<file path="config.mk">
export PLATFORM = sky130hd
export DESIGN_NAME = sixty_four_bit_shift_register
export DESIGN_NICKNAME = d
export VERILOG_FILES = /design/src/rtl/sixty_four_bit_shift_register.sv
export SDC_FILE = /design/constraint.sdc
export NUM_CORES = 1
export LEC_CHECK = 0
export ABC_CLOCK_PERIOD_IN_PS = 2800
export BUFFER_PORTS_ARGS = -buffer_cell sky130_fd_sc_hd__buf_2
export CORE_MARGIN = 1.5
export CORE_UTILIZATION = 42
export DETAILED_ROUTE_END_ITERATION = 8
export PLACE_DENSITY = 0.71
export SLEW_MARGIN = 30
export SYNTH_ARGS = -nofsm -noshare
export SYNTH_HDL_FRONTEND = slang
export SYNTH_SLANG_ARGS = --single-unit
</file>
<file path="constraint.sdc">
create_clock -name clock -period 2.8 [get_ports clock]
set_input_delay 0.14 -clock clock [delete_from_list [all_inputs] [get_ports clock]]
set_output_delay 0.14 -clock clock [all_outputs]
set_load 0.02 [all_outputs]
</file>
<file path="src/rtl/sixty_four_bit_shift_register.sv">
`default_nettype none
// +--------------------------------------------------------------------------+
// | Module : sixty_four_bit_shift_register                                    |
// | Desc   : PC register with load / 1-bit shift left / shift right / hold.   |
// |          Optional macro SHIFT_ROTATE_EN turns both shifts into rotates.   |
// | Rev    : 1.0  initial release                                             |
// +--------------------------------------------------------------------------+
module sixty_four_bit_shift_register #(
  parameter int WIDTH = 64
) (
  input  logic             clock,
  input  logic             reset,
  input  logic [WIDTH-1:0] in,
  input  logic             shiftLeft,
  input  logic             shiftRight,
  output logic [WIDTH-1:0] out
);

  localparam logic [1:0] c_MODE_LOAD  = 2'b00;
  localparam logic [1:0] c_MODE_RIGHT = 2'b01;
  localparam logic [1:0] c_MODE_LEFT  = 2'b10;
  localparam logic [1:0] c_MODE_HOLD  = 2'b11;

  logic [WIDTH-1:0] r_q;
  logic [WIDTH-1:0] w_d;
  logic [1:0]       w_mode;

  assign w_mode = {shiftLeft, shiftRight};

  always_comb begin
    w_d = r_q;
    case (w_mode)
      c_MODE_LOAD:  w_d = in;
`ifdef SHIFT_ROTATE_EN
      c_MODE_LEFT:  w_d = {r_q[WIDTH-2:0], r_q[WIDTH-1]};
      c_MODE_RIGHT: w_d = {r_q[0], r_q[WIDTH-1:1]};
`else
      // Fill bits come from the parallel input so the caller can steer them.
      c_MODE_LEFT:  w_d = {r_q[WIDTH-2:0], in[0]};
      c_MODE_RIGHT: w_d = {in[WIDTH-1], r_q[WIDTH-1:1]};
`endif
      c_MODE_HOLD:  w_d = r_q;
      default:      w_d = r_q;
    endcase
  end

  always_ff @(posedge clock) begin
    if (reset) begin
      r_q <= '0;
    end else begin
      r_q <= w_d;
    end
  end

  assign out = r_q;

endmodule
`default_nettype wire

</file>
==> results of run 1 <==
[routing by layer]
| layer | vias to the layer above | global-route usage | part of all wire |
|---|---|---|---|
| met1 | 1543 | 0.287 | 0.45 |
| met2 | 97 | 0.341 | 0.48 |
| met5 | - | 0 | 0 |
| li1 | 1521 | - | - |
| met3 | 4 | 0.0503 | 0.067 |
| met4 | 0 | 0.0716 | 0.0061 |
[power groups by stage]
stage                     logic (W)  clock network, W  registers, W
after CTS                  0.000661          0.000950       0.00114
final                      0.000657          0.000933       0.00114
after detailed placement   0.000659                 0       0.00116
after global routing       0.000712          0.000996       0.00115
after global placement     0.000646                 0       0.00115
after floorplan            0.000361                 0       0.00124
[cells by family (layout without fill, tap and decap cells)]
| logic type | after synthesis | count (layout) | share of synthesized area |
|---|---|---|---|
| flops | 64 | 64 | 0.394 |
| fa+ha+maj | 3 | 3 | 0.0115 |
| compound gates | 130 | 130 | 0.415 |
| simple gates | 65 | 65 | 0.100 |
| buf+inv | 48 | 164 | 0.0796 |
[final timing paths]
kind | to | start | cells after the start | slack, ps
max | out[17]$_SDFFE_PP0P_ | shiftLeft | 6 | 1140
min reg2reg | out[63]$_SDFFE_PP0P_ | out[63]$_SDFFE_PP0P_ | 2 | 490
max reg2reg | out[57]$_SDFFE_PP0P_ | out[57]$_SDFFE_PP0P_ | 2 | 1810
min | out[63]$_SDFFE_PP0P_ | in[63] | 3 | 90
[cells in the mapped netlist (all sizes together)]
| library cell | instances | share of area |
|---|---|---|
| o22ai | 61 | 0.12 |
| a31oi | 2 | 0.0038 |
| nand2b | 1 | 0.0019 |
| inv | 6 | 0.0069 |
| o21ai | 2 | 0.0031 |
| ha | 3 | 0.012 |
| buf | 29 | 0.058 |
| nor2 | 2 | 0.0023 |
| nor3 | 61 | 0.094 |
| or2 | 1 | 0.0019 |
| dfxtp | 64 | 0.39 |
| a2111oi | 1 | 0.0027 |
| a221oi | 64 | 0.29 |
| clkbuf | 13 | 0.015 |
[layout make-up]
class | count | area, um^2
clock buffers | 13 | 139
inverters | 6 | 22.5
fillers | 703 | 3230
well taps | 99 | 124
repair buffers | 142 | 738
flip-flops and latches | 64 | 1280
clock inverters | 3 | 90.1
multi-input cells | 198 | 1740
[through the flow]
step                worst slack [ps]  hold WS (ps)  power, W  utilization  instances
finish                          1140          91.8   0.00273        0.561        525
detailed placement               813           437   0.00181        0.530        509
global route                     979          93.6   0.00286        0.561        525
global placement                 907           432   0.00180        0.530        509
CTS                             1150          79.1   0.00275        0.561        525
floorplan                       1460           315   0.00161            -        310
[worst max-delay path, stage by stage]
cell and delay [ps]:
buf_2 130, ha_1 320, or2_4 710, buf_4 340
a221oi_2 60, nor3_1 210
==> impl_metrics.csv, run 1 <==
group,metric,value,unit
drt,drt-total-wl,9050,um
synth,avgSynthCellArea,10.5,um^2
worst_setup_path,end_kind,"flip-flop",
sta,hold_viol_final,0,
layout,synthToLayoutAreaGrowth,27.2,%
layout,largest_reg_flops,64,
synth,ys_seq_area_frac,0.394,
worst_setup_path,start_kind,"input port",
sta,setup-tns-final,0,ps
clock_network,htree_levels,3,
layout,layout_common_cells,"131 x buf_2, 64 x dfxtp_1, 61 x o22ai_1, 61 x nor3_1, 60 x a221oi_2",
global_routing,grt_max_degree,65,
floorplanning,ioPinCount,132,
synth,syn_nets,381,
global_routing,grt_pass1_vias,2898,
flow_run,cap_violations,0,
power,p_leak,1.84,nW
clock_network,clkSinkCount,64,
synth,yosys_warnings,0,
worst_setup_path,arrival,1910,ps
sta,setup_viol_count_final,0,
clock_network,cts_hold_buf,0,
drt,routedWlPerCell,17.2,um
run_status,status,"finished clean",
floorplanning,coreArea,7370,um^2
drt,drc,0,
floorplanning,rows,31,
power,irDropWorstVdd,255,uV
synth,synth_area,3250,um^2
sta,rsz0062_at_grt,"no",
sta,min_period,1660,ps
synth,ys_types,18,
layout,diodes,0,
layout,final_common_cell,"buf_2",
global_routing,grt-ovfl-total,0,
synth,synth_cells,310,
drt,avgViaCountPerCell,6.03,
drt,first_pass_iters,4,
power,p_per_area,659,nW/um^2
power,p_comb_frac,0.241,
sta,worstMarginPinSlew,840,ps
worst_setup_path,cp.required,3040,ps
placement,numPortBuffers,131,
layout,final_layout_size_suffix_gt1_frac,0.514,
worst_setup_path,critPathMaxFanout,47,
power,switchingPower,0.000858,W
worst_setup_path,crit_type,"input port to flip-flop",
drt,drt_iter0_drc,173,
synth,ys_seq_elements,64,
sta,finClkSkew,6.74,ps
clock_network,cts_buffer_depth,2,
floorplanning,dieWidth,91.0,um
sta,finalMaxSlewViolations,0,
clock_network,cts.root.buffer_cell,"clkbuf_8",
placement,place.detailed.hpwl,6050,um
sta,fin_crit_sh,0.594,
layout,final_cell_area,4140,um^2
global_routing,grt.total_usage,0.215,
power,p_sw_frac,0.315,
placement,gp_congestion,0.743,
power,power.share.clock,0.342,
global_routing,grt_antenna_before_repair,1,
min_path,min_path_type,"input port to flip-flop",
clock_network,cts_setup_buffers,0,
clock_network,clk_pin_slew,60,ps
floorplanning,initial_core_util,0.441,
power,p_int,0.00187,W
placement,place_area,3910,um^2
layout,num-nets-final,492,
clock_network,cts_tree,"built",
drt,ant_nets,0,
clock_network,cts_resized,0,
drt,vias,3165,
clock_network,insertion_delay,330,ps
sta,timing.slew.headroom,0.440,
global_routing,grt_pass1_wl,14600,um
floorplanning,dieHeight,91.0,um
power,p_seq_frac,0.417,
clock_network,cts_buffers,9,
sta,max_freq,602,MHz
floorplanning,die_area,8280,um^2
Power figures use the tool's default switching activity.
==> run 2: changes to the inputs <==
- ABC_CLOCK_PERIOD_IN_PS: 2800 -> 1400
- PLACE_DENSITY: 0.71 -> 0.74
- clock period: 2.8 -> 1.4 ns (I/O delays scaled with it)
==> impl_metrics.csv, run 2 (synthesis gave the netlist of run 1 again) <==
group,metric,value,unit
run_status,status,"finished clean",
drt,routedWlPerCell,17.1,um
power,p_leak,1.92,nW
sta,timing.slew.headroom,0.677,
flow_run,cap_violations,0,
min_path,min_path_type,"input port to flip-flop",
drt,first_pass_iters,4,
layout,largest_reg_flops,64,
layout,fillers,652,
layout,synthToLayoutAreaGrowth,33.5,%
layout,diodes,0,
worst_setup_path,end_kind,"flip-flop",
clock_network,cts_buffer_depth,2,
floorplanning,dieHeight,91.0,um
power,p_int,0.00363,W
sta,finalMaxSlewViolations,0,
floorplanning,coreArea,7370,um^2
worst_setup_path,critPathMaxFanout,18,
drt,avgViaCountPerCell,5.98,
drt,vias,3185,
drt,drc,0,
clock_network,cts_tree,"built",
clock_network,cts_buffers,9,
worst_setup_path,crit_chain,"buf_2 > inv_1 > ha_4 > or2_4 > buf_12 > a221oi_2 > nor3_1",
drt,ant_nets,0,
layout,instances_no_fill,533,
clock_network,insertion_delay,340,ps
layout,final_common_cell,"buf_2",
placement,gp_congestion,0.790,
sta,worst_slack,341,ps
placement,numPortBuffers,131,
global_routing,grt_pass1_vias,2977,
power,irDropWorstVdd,617,uV
layout,num-nets-final,500,
clock_network,clkSinkCount,64,
power,p_per_area,1250,nW/um^2
global_routing,grt.total_usage,0.220,
layout,postLayoutCoreUtil,0.589,
drt,drt-total-wl,9130,um
global_routing,grt_antenna_before_repair,0,
power,p_sw_frac,0.333,
sta,max_freq,944,MHz
power,power.share.clock,0.321,
clock_network,cts_setup_buffers,0,
placement,dp_slack,-13.1,ps
floorplanning,rows,31,
clock_network,cts.root.buffer_cell,"clkbuf_8",
floorplanning,ioPinCount,132,
floorplanning,initial_core_util,0.441,
sta,worstMarginPinSlew,484,ps
floorplanning,die_area,8280,um^2
clock_network,cts_hold_buf,1,
layout,layout_common_cells,"131 x buf_2, 64 x dfxtp_1, 61 x o22ai_1, 61 x nor3_1, 60 x a221oi_2",
worst_setup_path,start_kind,"input port",
floorplanning,dieWidth,91.0,um
sta,fin_crit_sh,0.756,
global_routing,grt_max_degree,45,
clock_network,cts_resized,0,
worst_setup_path,crit_slowest_cell,"or2_4",
clock_network,htree_levels,3,
worst_setup_path,cp.required,1620,ps
global_routing,top_usage_layer,"met2",
worst_setup_path,crit_type,"input port to flip-flop",
worst_setup_path,critPathTopFamily,"buffers and inverters",
worst_setup_path,critical_path.max_stage_delay,290,ps
worst_setup_path,arrival,1280,ps
sta,rsz0062_at_grt,"no",
placement,dp_cells,516,
sta,min_period,1060,ps
power,switchingPower,0.00181,W
sta,hold_viol_final,0,
placement,place.detailed.hpwl,6360,um
clock_network,clk_pin_slew,80,ps
sta,setup_viol_count_final,0,
power,p_seq_frac,0.418,
global_routing,grt_pass1_wl,15000,um
global_routing,grtUsageMet1,0.284,
sta,finClkSkew,13.5,ps
global_routing,grt-ovfl-total,0,
power,p_comb_frac,0.261,
worst_setup_path,cp.buffers_inverters,3,
drt,drt_iter0_drc,145,
global_routing,met3_usage,0.0469,
layout,final_layout_size_suffix_gt1_frac,0.530,
global_routing,met2_usage,0.361,
[run 2: changes by cell type in the layout (fill, tap and decap cells not counted)]
cell           delta
clkinv_4          +1
clkbuf_1          -4
clkinvlp_4        +3
buf_12           +12
buf_4             -5
bufinv_16         -1
dlygate4sd3_1     +1
clkinv_2          +1
[run 2: through the flow]
stage	total power (W)	TNS (ps)	hold slack (ps)	instance area, um^2
2_1_floorplan	0.00321	0	245	3250
3_3_place_gp	0.00368	0	357	4110
3_5_place_dp	0.00372	-18.5	363	4110
4_1_cts	0.00548	0	12.7	4340
5_1_grt	0.00572	0	18.3	4340
6_report	0.00544	0	21.6	4340
[run 2: metal layers]
metal / up-vias / routed length, um
li1: 1536 / -
met1: 1525 / 4090
met2: 116 / 4400
met3: 8 / 542
met4: 0 / 91
met5: - / 0
[run 2: layout make-up]
class	count	area [um^2]	share of cell area
Clock buffer	9	124	0.0285
Sequential cell	64	1280	0.295
Clock inverter	7	96.3	0.0222
Timing Repair Buffer	150	951	0.219
Inverter	6	22.5	0.00519
Multi-Input combinational cell	198	1740	0.401
Tap cell	99	124	0.0285
[run 2: power groups by stage]
stage / clock [W] / sequential (W) / combinational (W)
6_report: 0.00175 / 0.00227 / 0.00142
3_5_place_dp: 0 / 0.00231 / 0.00142
5_1_grt: 0.00189 / 0.00230 / 0.00152
3_3_place_gp: 0 / 0.00230 / 0.00139
2_1_floorplan: 0 / 0.00249 / 0.000722
4_1_cts: 0.00179 / 0.00227 / 0.00142
[run 2: worst paths after layout]
check | start | end | slack (ps) | depth (start not counted)
worst max-delay path | shiftLeft | out[32]$_SDFFE_PP0P_ | 340 | 7
worst min-delay path | in[8] | out[8]$_SDFFE_PP0P_ | 20 | 3
worst max register to register | out[57]$_SDFFE_PP0P_ | out[57]$_SDFFE_PP0P_ | 390 | 2
worst min register to register | out[0]$_SDFFE_PP0P_ | out[0]$_SDFFE_PP0P_ | 520 | 2
[run 2: worst reg2reg max path, stage by stage (launching register included)]
cell and delay [ps]:
dfxtp_1 430, nor2_1 60, a2111oi_0 390
